==> config.mk <==
export PLATFORM = sky130hd
export DESIGN_NAME = regfile_dump_reader
export DESIGN_NICKNAME = d
export VERILOG_FILES = /design/src/rtl/lc3_dbg_pkg.sv /design/src/rtl/regfile_dump_reader.sv
export SDC_FILE = /design/constraint.sdc
export NUM_CORES = 1
export LEC_CHECK = 0
export BUFFER_PORTS_ARGS = -buffer_cell sky130_fd_sc_hd__buf_4
export CORE_MARGIN = 2
export CORE_UTILIZATION = 49
export DETAILED_ROUTE_END_ITERATION = 8
export HOLD_SLACK_MARGIN = 0.08
export MAX_ROUTING_LAYER = met4
export PLACE_DENSITY_LB_ADDON = 0.2
export SYNTH_ARGS = -nofsm -noshare
export SYNTH_HDL_FRONTEND = slang
export SYNTH_SLANG_ARGS = --single-unit
==> constraint.sdc <==
create_clock -name Clk -period 3.1 [get_ports Clk]
set_input_delay 0.62 -clock Clk [delete_from_list [all_inputs] [get_ports Clk]]
set_output_delay 0.62 -clock Clk [all_outputs]
set_load 0.02 [all_outputs]
==> src/rtl/lc3_dbg_pkg.sv <==
// Shared types and sizing for the LC-3 debug register dump reader.
package lc3_dbg_pkg;

    typedef enum logic [1:0] {IDLE, READ, SEND, FINISH} dump_state_t;

    localparam int NUM_REGS = 8;
    localparam int DATA_W   = 16;
    localparam int IDX_W    = 3;

endpackage

==> src/rtl/regfile_dump_reader.sv <==
// Walks R0..R(NUM_REGS-1) through one register-file read port and streams
// each captured value as an (index, data) beat over a valid/ready handshake.
module regfile_dump_reader #(
    parameter int DATA_W   = lc3_dbg_pkg::DATA_W,
    parameter int NUM_REGS = lc3_dbg_pkg::NUM_REGS,
    parameter int IDX_W    = lc3_dbg_pkg::IDX_W
) (
    input  logic              Clk,
    input  logic              Reset,
    input  logic              Start,
    output logic [IDX_W-1:0]  SR_SEL,
    input  logic [DATA_W-1:0] SR_DATA,
    output logic [DATA_W-1:0] Out_Data,
    output logic [IDX_W-1:0]  Out_Idx,
    output logic              Out_Valid,
    input  logic              Out_Ready,
    output logic              Busy,
    output logic              Freeze,
    output logic              Done
);

    import lc3_dbg_pkg::*;

    localparam logic [IDX_W-1:0] LAST_IDX = IDX_W'(NUM_REGS - 1);

    dump_state_t       state_q, state_d;
    logic [IDX_W-1:0]  idx_q, idx_d;
    logic [DATA_W-1:0] out_data_q, out_data_d;
    logic [IDX_W-1:0]  out_idx_q, out_idx_d;

    always_ff @(posedge Clk) begin
        if (Reset) begin
            state_q    <= IDLE;
            idx_q      <= '0;
            out_data_q <= '0;
            out_idx_q  <= '0;
        end else begin
            state_q    <= state_d;
            idx_q      <= idx_d;
            out_data_q <= out_data_d;
            out_idx_q  <= out_idx_d;
        end
    end

    always_comb begin
        state_d    = state_q;
        idx_d      = idx_q;
        out_data_d = out_data_q;
        out_idx_d  = out_idx_q;
        case (state_q)
            IDLE: begin
                if (Start) begin
                    idx_d   = '0;
                    state_d = READ;
                end
            end
            READ: begin
                out_data_d = SR_DATA;
                out_idx_d  = idx_q;
                state_d    = SEND;
            end
            SEND: begin
                if (Out_Ready) begin
                    if (idx_q == LAST_IDX) begin
                        state_d = FINISH;
                    end else begin
                        idx_d   = idx_q + IDX_W'(1);
                        state_d = READ;
                    end
                end
            end
            FINISH: begin
                // Park the read select on R0 so IDLE always presents SR_SEL=0.
                idx_d   = '0;
                state_d = IDLE;
            end
            default: state_d = IDLE;
        endcase
    end

    always_comb begin
        Busy      = (state_q == READ) || (state_q == SEND);
        Freeze    = Busy;
        Out_Valid = (state_q == SEND);
        Done      = (state_q == FINISH);
    end

    assign SR_SEL   = idx_q;
    assign Out_Data = out_data_q;
    assign Out_Idx  = out_idx_q;

endmodule

# Word-level counts from Yosys, hierarchy flattened
# Index checks and enable logic that the tools add are counted.
# word_totals
register_bits	24
input_bits	20
output_inout_bits	26
wordCells	25
# op_classes
addsub	1
eq_ne	7
n_mux	8
reduce_logical	5
# ops
cell	count
two-way mux 3 bit	3
one-hot mux 3 bit (3 select lines)	1
one-hot mux 2 bit (4 select lines)	1
two-way mux 2 bit	3
equality test 2 bit (second input constant)	2
!= test 2 bit (second input constant)	2
AND reduction 4 bit	1
adder 3 x 1 -> 3 bit (second input constant)	1
equality test 3 bit (second input constant)	1
nonzero test 3 bit	1
equality test 2 x 1 -> 1 bit (second input constant)	1
logical NOT 2 bit	1
!= test 2 x 1 -> 1 bit (second input constant)	1
AND reduction 2 bit	1
logical OR 1 bit	1

# Logic depth before layout (Yosys ltp)
# Gate-level depths: netlist of run 1.
# depth
word_depth	4
depth_mapped	6
mapped_depth_nobuf	5

# Least setup slack after synthesis of run 1
# Ideal clock, no wire load.
# synth_path
path_type	register to output
from	register state_q[0]
to	output port Freeze
t_arrival_ps	1026
path_slack_ps	1454
stages_incl_launch_ff	4
n_path_buf	1
cell_sequence	dfxtp_1 -> inv_1 -> ha_1 -> buf_4
# synth_between
elab_chain_cells	2
elab_cells_between_ends	3
classes_between	2 x eq/ne; 1 x reduce/logical
# synth_rtl
element	line_no	rtl
start, declared	regfile_dump_reader.sv:26	dump_state_t state_q, state_d;
start signal, assigned	regfile_dump_reader.sv:38	state_q <= state_d;
equality test 2 x 1 -> 1 bit or equality test 2 bit (tied branches)	regfile_dump_reader.sv:82	Busy = (state_q == READ) || (state_q == SEND);
logical OR 1 bit (*)	regfile_dump_reader.sv:82	
end, declared	regfile_dump_reader.sv:18	output logic Freeze,
# Every way passes the cells marked *; elsewhere a longest branch is shown, timed or not.

# Worst setup path in the final report of run 1
# layout_path
from	register state_q[0]
to	output port Out_Valid
# layout_between
elab_chain_cells	1
# layout_rtl
element	line_no	rtl
equality test 2 bit	regfile_dump_reader.sv:84	Out_Valid = (state_q == SEND);
end, declared	regfile_dump_reader.sv:15	output logic Out_Valid,
# Every way passes these cells.

==> results.sh, run 1 <==
export IMPL_synth_top_area_share_pct=47.0
export IMPL_drt_iter0_markers=4
export IMPL_rsz0062_at_grt="false"
export IMPL_htree_levels=1
export IMPL_cts_resized=0
export IMPL_ys_warn_count=0
export IMPL_synth_nets=124
export IMPL_drive_above_1_share_pct=36.4
export IMPL_cpPeakStageDelay_ps=430
export IMPL_outcome="finished, final reports clean"
export IMPL_die_area_sq_mm=0.00247
export IMPL_place_area_sq_mm=0.00137
export IMPL_min_delay_path_class="register to register"
export IMPL_grt_pass1_vias=741
export IMPL_wl_per_cell_um=11.3
export IMPL_grt_pass1_wl_mm=3.19
export IMPL_cp_required_ps=2480
export IMPL_design_area_sq_mm=0.00139
export IMPL_syn_to_final_growth_pct=35.9
export IMPL_io_pins=46
export IMPL_yosys_register_bits=24
export IMPL_grt_max_degree=28
export IMPL_clock_sinks=24
export IMPL_peakVddDrop_v=0.000632
export IMPL_hold_viol_final=0
export IMPL_tightest_slew_ps=551
export IMPL_drv_slew=0
export IMPL_antenna_left=0
export IMPL_critical_path_startpoint_type="register"
export IMPL_synth_yosys_seq_area_share_pct=47.0
export IMPL_root_buffer="clkbuf_4"
export IMPL_critPathKind="register to primary output"
export IMPL_dp_hpwl_mm=1.43
export IMPL_cpMaxStageDelayCell="dfxtp_1"
export IMPL_final_common_cell="buf_4"
export IMPL_portBuffers=45
export IMPL_viasPerCell=4.91
export IMPL_wirelength_mm=1.88
export IMPL_arrival_ps=1340
export IMPL_globalplace_congestion=0.736
export IMPL_start_util_pct=52.1
export IMPL_grt_remaining_overflow=0
export IMPL_final_cell_mix="46 x buf_4, 24 x dfxtp_1, 22 x nor2_1, 22 x mux2i_1, 7 x ha_1"
export IMPL_drv_cap=0
export IMPL_fp_dieW_um=49.7
export IMPL_cts_reportedPaths_clkPinSlew_ps=120
export IMPL_cp_num_buf_inv=2
export IMPL_numCtsBuffers=3
export IMPL_syn_area_sq_mm=0.00102
export IMPL_critPathMaxFanout=8
export IMPL_setup_viol=0
export IMPL_setup_tns_final_ps=0
export IMPL_design_core_area_sq_mm=0.00196
export IMPL_drcViolationCount=0
export IMPL_drt_pass1_iterations=3
export IMPL_p_leak_nw=0.652
export IMPL_cts_root_to_sink_buffers=2
export IMPL_max_clock_freq_ghz=0.511
export IMPL_synth_area_top_cells="dfxtp_1 47%, mux2i_1 22%, ha_1 8.6%, nor2_1 8.1%, nand2b_1 2.4%"
export IMPL_n_antenna_cell=0
export IMPL_antenna_found_initial=0
export IMPL_finalCritPeriodShare_pct=63.2
export IMPL_critical_path_top_delay_family="flip-flops"
export IMPL_finalCriticalPeriod_ps=1960
export IMPL_cts_tree="done"
export IMPL_avgSynthCellArea_sq_um=10.5
export IMPL_fin_nets=169
export IMPL_p_per_area_mw_per_mm2=749
export IMPL_placementRows=16
export IMPL_syn_inst=97
export IMPL_chipHeight_um=49.7
export IMPL_power_w=0.00104
export IMPL_track_usage_pct=16.4
export IMPL_path_cells="inv_1 -> ha_1 -> buf_4"
export IMPL_slew_limit_headroom_pct=63.3
export IMPL_synth_top_area_cell="dfxtp_1"
export IMPL_insertion_delay_ps=300
export IMPL_end_kind="primary output"
export IMPL_ctsHoldBuffers=0
export IMPL_synth_distinct_cells=17
export IMPL_num_vias=820
export IMPL_fin_skew_ps=6.43
export IMPL_cts_setup_buffers=0
registers in the layout, indices dropped and copies added (netlist names):
| name | count |
|---|---|
| Out_Data | 16 |
| Out_Idx | 3 |
| SR_SEL | 3 |
| state_q | 2 |
kinds of logic (layout without fill, tap and decap cells):
| group | count (synthesis) | in the layout | synth area share [%] |
|---|---|---|---|
| simple gates | 32 | 32 | 14.4 |
| flops | 24 | 24 | 47.0 |
| mux | 22 | 22 | 21.5 |
| buf+inv | 8 | 51 | 4.16 |
| fa+ha+maj | 7 | 7 | 8.57 |
| compound gates | 4 | 4 | 4.28 |
layer usage:
metal  up-vias  wire length (um)  global-route usage, %
met4         0                16                   4.17
li1        409                 -                      -
met1       383               861                   21.3
met5         -                 0                      -
met3         2               122                   2.42
met2        26               879                   26.9
tightest hold or removal path, stage by stage, from the launching register on:
cell and delay [ps]:
dfxtp_1 340, mux2i_1 60, nor2_1 70
through the flow:
stage / hold slack [ps] / util [%] / setup WS, ps / instances
3_3_place_gp: 474 / 69.6 / 1460 / 164
4_1_cts: 511 / 70.8 / 1140 / 167
5_1_grt: 534 / 70.8 / 1010 / 167
3_5_place_dp: 481 / 69.6 / 1400 / 164
6_report: 507 / 70.8 / 1140 / 167
2_1_floorplan: 501 / - / 1450 / 97
power breakdown:
group / total (W) / switching, W / internal (W)
registers: 0.000404 / 0.0000380 / 0.000366
clock network: 0.000126 / 0.0000811 / 0.0000452
logic: 0.000510 / 0.000268 / 0.000242
total: 0.00104 / 0.000387 / 0.000653
cells in the mapped netlist:
cell / count
nand2_1: 1
inv_1: 2
nor2b_1: 2
o21a_1: 1
ha_1: 7
nand3b_1: 2
or3b_1: 1
clkbuf_1: 2
buf_4: 3
buf_2: 1
nand2b_1: 4
a211oi_2: 1
a311oi_2: 1
dfxtp_1: 24
o31a_1: 1
mux2i_1: 22
nor2_1: 22
final cells by class:
cell class / instances / area [sq um]
clock buffers: 3 / 22.5
fillers: 170 / 573
inverters: 2 / 7.51
multi-input cells: 65 / 499
flip-flops and latches: 24 / 480
well taps: 27 / 33.8
repair buffers: 46 / 345
path summary, 6_finish.rpt:
kind                             start  depth (start not counted)                         to  slack (ps)
min          Out_Data[14]$_SDFFE_PP0N_                          2  Out_Data[14]$_SDFFE_PP0N_         510
max reg2reg    state_q[1]$_SDFFE_PP0P_                          5  Out_Data[15]$_SDFFE_PP0N_        1390
max            state_q[0]$_SDFFE_PP0P_                          3                  Out_Valid        1140
min reg2reg  Out_Data[14]$_SDFFE_PP0N_                          2  Out_Data[14]$_SDFFE_PP0N_         510
(Power assumes the default switching activity.)
==> run 2, diff against run 1 <==
- CORE_UTILIZATION: 49 -> 45
- clock period: 3.1 -> 1.95 ns (I/O delays scaled with it)
==> run 2 against run 1 <==
Compared with the run above:
- sequential power is 59% higher
- utilization is 5.0 points lower
- critical path type unchanged
- largest power group unchanged
- critical path depth stayed put
- first-iteration DRC count stayed put
- via count is 4.5% lower
- register-to-register slack worse by 1000 ps
- global-route usage is 0.46 points lower
- critical endpoint unchanged
- wire length is 1.7% higher
==> results.sh, run 2 (same netlist as run 1, synthesis figures left out) <==
export IMPL_grt_remaining_overflow=0
export IMPL_fin_nets=170
export IMPL_critPathKind="register to primary output"
export IMPL_n_antenna_cell=0
export IMPL_start_util_pct=47.1
export IMPL_tightest_slew_ps=368
export IMPL_cts_root_to_sink_buffers=2
export IMPL_drt_pass1_iterations=4
export IMPL_drcViolationCount=0
export IMPL_io_pins=46
export IMPL_design_core_area_sq_mm=0.00217
export IMPL_insertion_delay_ps=310
export IMPL_rsz0062_at_grt="false"
export IMPL_critPathMaxFanout=8
export IMPL_setup_viol=0
export IMPL_peakVddDrop_v=0.000979
export IMPL_ctsHoldBuffers=0
export IMPL_clock_sinks=24
export IMPL_drt_iter0_markers=4
export IMPL_globalplace_congestion=0.724
export IMPL_place_ws_ps=347
export IMPL_final_common_cell="buf_4"
export IMPL_root_buffer="clkbuf_4"
export IMPL_htree_levels=1
export IMPL_track_usage_pct=16.0
export IMPL_fp_dieW_um=51.7
export IMPL_drive_above_1_share_pct=37.3
export IMPL_max_clock_freq_ghz=0.581
export IMPL_p_leak_nw=0.671
export IMPL_outcome="finished, final reports clean"
export IMPL_cp_startpoint="state_q[0]$_SDFFE_PP0P_"
export IMPL_wirelength_mm=1.91
export IMPL_wl_per_cell_um=11.2
export IMPL_portBuffers=45
export IMPL_syn_to_final_growth_pct=39.7
export IMPL_num_vias=783
export IMPL_setup_tns_final_ps=0
export IMPL_fin_skew_ps=5.72
export IMPL_cp_required_ps=1560
export IMPL_slew_limit_headroom_pct=75.4
export IMPL_min_delay_path_class="input pin to register"
export IMPL_antenna_left=0
export IMPL_grt_max_degree=28
export IMPL_grt_pass1_wl_mm=3.04
export IMPL_r2r_start="SR_SEL[0]$_SDFFE_PP0P_"
export IMPL_critical_path_startpoint_type="register"
export IMPL_drv_cap=0
export IMPL_die_area_sq_mm=0.00267
export IMPL_finalCriticalPeriod_ps=1720
export IMPL_antenna_found_initial=0
export IMPL_layout_setup_ws_ps=228
export IMPL_fillCellCount=184
export IMPL_finalCritPeriodShare_pct=88.3
export IMPL_cts_tree="done"
export IMPL_largest_reg_flops=16
export IMPL_cts_setup_buffers=0
export IMPL_final_cell_mix="47 x buf_4, 24 x dfxtp_1, 22 x nor2_1, 22 x mux2i_1, 7 x ha_1"
export IMPL_drv_slew=0
export IMPL_cts_reportedPaths_clkPinSlew_ps=130
export IMPL_end_kind="primary output"
export IMPL_dp_hpwl_mm=1.42
export IMPL_hp_start="SR_DATA[13]"
export IMPL_numCtsBuffers=3
export IMPL_viasPerCell=4.61
export IMPL_cts_resized=0
export IMPL_hold_viol_final=0
export IMPL_grt_pass1_vias=716
export IMPL_p_per_area_mw_per_mm2=1270
export IMPL_chipHeight_um=51.7
export IMPL_arrival_ps=1330
export IMPL_placementRows=17
run 2: stage by stage:
step / hold WS, ps / cells / power [W] / util, % / cell area (sq um)
after CTS: 280 / 170 / 0.00184 / 65.8 / 1430
after detailed placement: 481 / 166 / 0.00148 / 63.4 / 1380
final: 294 / 170 / 0.00181 / 65.8 / 1430
after global routing: 287 / 170 / 0.00193 / 65.8 / 1430
after floorplan: 501 / 97 / 0.00123 / - / 1020
after global placement: 476 / 166 / 0.00146 / 63.4 / 1380
run 2: cell type report:
| type | instances | area (sq um) | share of cell area [%] |
|---|---|---|---|
| sequential | 24 | 480 | 33.7 |
| clock inverter | 1 | 30.0 | 2.10 |
| multi-input combinational | 65 | 499 | 35.0 |
| clock buffer | 3 | 22.5 | 1.58 |
| inverter | 2 | 7.51 | 0.526 |
| tap | 28 | 35.0 | 2.45 |
| timing repair buffer | 47 | 353 | 24.7 |
run 2: metal layers:
layer | track usage (%) | vias to the layer above | wire length [um] | share of wire, %
met2 | 25.2 | 28 | 896 | 47
li1 | - | 411 | - | -
met4 | 10.5 | 0 | 16 | 0.84
met5 | - | - | 0 | 0
met3 | 2.87 | 2 | 144 | 7.5
met1 | 18.7 | 342 | 853 | 45
run 2: power breakdown:
part,total (W),switching [W],internal [W]
clock,0.000357,0.000149,0.000208
sequential,0.000641,0.0000589,0.000582
combinational,0.000816,0.000424,0.000392
run 2: final timing paths:
check / to / slack (ps) / cells past startpoint
hold reg to reg: Out_Data[13]$_SDFFE_PP0N_ / 510 / 2
setup reg to reg: SR_SEL[2]$_SDFFE_PP0P_ / 340 / 5
setup / recovery: Out_Valid / 230 / 3
hold / removal: Out_Data[13]$_SDFFE_PP0N_ / 290 / 3
run 2: critical path, cell delays in order (launching register included):
cell and delay (ps):
dfxtp_1 420, inv_1 100, ha_1 300, buf_4 200
==> run 3, diff against run 2 <==
- CORE_MARGIN: 2 -> 4
==> run 3 against run 2 <==
Compared with the run above:
- combinational power grew 2%
- first-iteration DRC count grew to 2.5 times the previous value
- via count is 3.4% higher
- global-route usage down 0.66 points
- utilization up 3.4 points
- fmax decreased by 1.6%
- critical path depth is the same
- total power increased by 1.1%
- clock power about the same
- critical endpoint unchanged
- largest cell class unchanged
- highest routed layer unchanged
==> results.sh, run 3 (same netlist as run 1, synthesis figures left out) <==
export IMPL_place_inst=165
export IMPL_start_util_pct=49.6
export IMPL_hp_start="SR_DATA[12]"
export IMPL_ctsHoldBuffers=0
export IMPL_cpPeakStageDelay_ps=430
export IMPL_setup_tns_final_ps=0
export IMPL_io_pins=46
export IMPL_tightest_slew_ps=363
export IMPL_cts_reportedPaths_clkPinSlew_ps=130
export IMPL_placementRows=16
export IMPL_place_area_sq_mm=0.00137
export IMPL_design_core_area_sq_mm=0.00206
export IMPL_finalCritPeriodShare_pct=89.8
export IMPL_fillCellCount=167
export IMPL_cp_num_buf_inv=2
export IMPL_final_common_cell="buf_4"
export IMPL_seqCellArea_sq_um=480
export IMPL_layout_setup_ws_ps=200
export IMPL_chipHeight_um=55.7
export IMPL_cts_setup_buffers=0
export IMPL_slew_limit_headroom_pct=75.8
export IMPL_min_delay_path_class="input pin to register"
export IMPL_dp_hpwl_mm=1.78
export IMPL_end_kind="primary output"
export IMPL_grt_max_degree=28
export IMPL_wirelength_mm=2.22
export IMPL_cts_tree="done"
export IMPL_insertion_delay_ps=310
export IMPL_fin_nets=170
export IMPL_multi_input_area_sq_um=499
export IMPL_critPathMaxFanout=8
export IMPL_hold_depth=3
export IMPL_cts_root_to_sink_buffers=2
export IMPL_htree_levels=1
export IMPL_p_leak_nw=0.671
export IMPL_drt_iter0_markers=10
export IMPL_final_cell_count_no_fill=169
export IMPL_die_area_sq_mm=0.00310
export IMPL_antenna_found_initial=0
export IMPL_grt_pass1_vias=839
export IMPL_rsz0062_at_grt="false"
export IMPL_drt_pass1_iterations=2
export IMPL_rrSetupSlack_ps=280
export IMPL_fin_skew_ps=2.57
export IMPL_critical_path_top_delay_family="flip-flops"
export IMPL_worstReg2RegEnd="state_q[1]$_SDFFE_PP0P_"
export IMPL_fin_util_pct=69.2
export IMPL_clock_sinks=24
export IMPL_cpMaxStageDelayCell="dfxtp_1"
export IMPL_path_cells="inv_1 -> ha_1 -> buf_4"
export IMPL_p_per_area_mw_per_mm2=1290
export IMPL_viasPerCell=4.79
export IMPL_n_antenna_cell=0
export IMPL_drv_cap=0
export IMPL_critical_path_startpoint_type="register"
export IMPL_drive_above_1_share_pct=37.3
export IMPL_r2r_start="state_q[0]$_SDFFE_PP0P_"
export IMPL_design_area_sq_mm=0.00143
export IMPL_portBuffers=45
export IMPL_syn_to_final_growth_pct=39.5
export IMPL_outcome="finished, final reports clean"
export IMPL_drv_slew=0
export IMPL_wl_per_cell_um=13.1
export IMPL_num_vias=810
export IMPL_numCtsBuffers=3
export IMPL_cts_resized=0
export IMPL_r2r_cells=5
export IMPL_antenna_left=0
export IMPL_final_cell_mix="47 x buf_4, 24 x dfxtp_1, 22 x nor2_1, 22 x mux2i_1, 7 x ha_1"
export IMPL_globalplace_congestion=0.785
export IMPL_root_buffer="clkbuf_4"
export IMPL_critPathKind="register to primary output"
export IMPL_holdPathEnd="Out_Data[12]$_SDFFE_PP0N_"
export IMPL_max_clock_freq_ghz=0.571
export IMPL_arrival_ps=1360
export IMPL_hold_viol_final=0
export IMPL_largest_reg_flops=16
export IMPL_grt_remaining_overflow=0
export IMPL_finalCriticalPeriod_ps=1750
export IMPL_setup_viol=0
export IMPL_place_ws_ps=319
export IMPL_fp_dieW_um=55.7
export IMPL_track_usage_pct=15.3
export IMPL_drcViolationCount=0
export IMPL_peakVddDrop_v=0.000820
export IMPL_cp_required_ps=1560
export IMPL_grt_pass1_wl_mm=3.67
[run 3: through the flow]
stage | total power [W] | hold slack [ps]
floorplan | 0.00123 | 501
global placement | 0.00146 | 474
detailed placement | 0.00150 | 486
CTS | 0.00186 | 291
global route | 0.00195 | 279
finish | 0.00183 | 300
[run 3: cell type report]
type                    count  share of cell area, %
multi-input cells          65                   35.0
flip-flops and latches     24                   33.7
repair buffers             47                   24.7
well taps                  27                   2.37
clock inverters             1                   2.11
clock buffers               3                   1.58
inverters                   2                  0.526
[run 3: worst register-to-register path, delay by kind of cell, from the launching register on]
kind | cells | cell delay (ps)
AOI/OAI and AO/OA | 2 | 540
buffers and inverters | 1 | 110
DFF | 1 | 430
and+or+nand+nor | 1 | 190
adders and majority gates | 1 | 310
[run 3: power by group]
part / internal, W / total [W] / switching, W / leakage, nW
registers: 0.000582 / 0.000644 / 0.0000618 / 0.196
clock network: 0.000208 / 0.000355 / 0.000147 / 0.0279
logic: 0.000391 / 0.000834 / 0.000443 / 0.448
[run 3: worst max path at each step]
stage | slack, ps | startpoint | end | depth (start not counted)
floorplan | 410 | SR_SEL[0]$_SDFFE_PP0P_ | SR_SEL[0]$_SDFFE_PP0P_ | 5
global placement | 450 | state_q[0]$_SDFFE_PP0P_ | state_q[1]$_SDFFE_PP0P_ | 5
finish | 200 | state_q[0]$_SDFFE_PP0P_ | Out_Valid | 3
global route | 120 | state_q[0]$_SDFFE_PP0P_ | Out_Valid | 3
detailed placement | 320 | state_q[0]$_SDFFE_PP0P_ | state_q[1]$_SDFFE_PP0P_ | 5
CTS | 180 | state_q[0]$_SDFFE_PP0P_ | Out_Valid | 3
[run 3: routing by layer]
layer | GRT usage (%) | part of all wire [%] | up-vias
met4 | 10.8 | 3.2 | 0
met5 | - | 0 | -
met3 | 4.41 | 8.5 | 8
met1 | 16.4 | 41 | 358
met2 | 24.2 | 47 | 32
li1 | - | - | 412
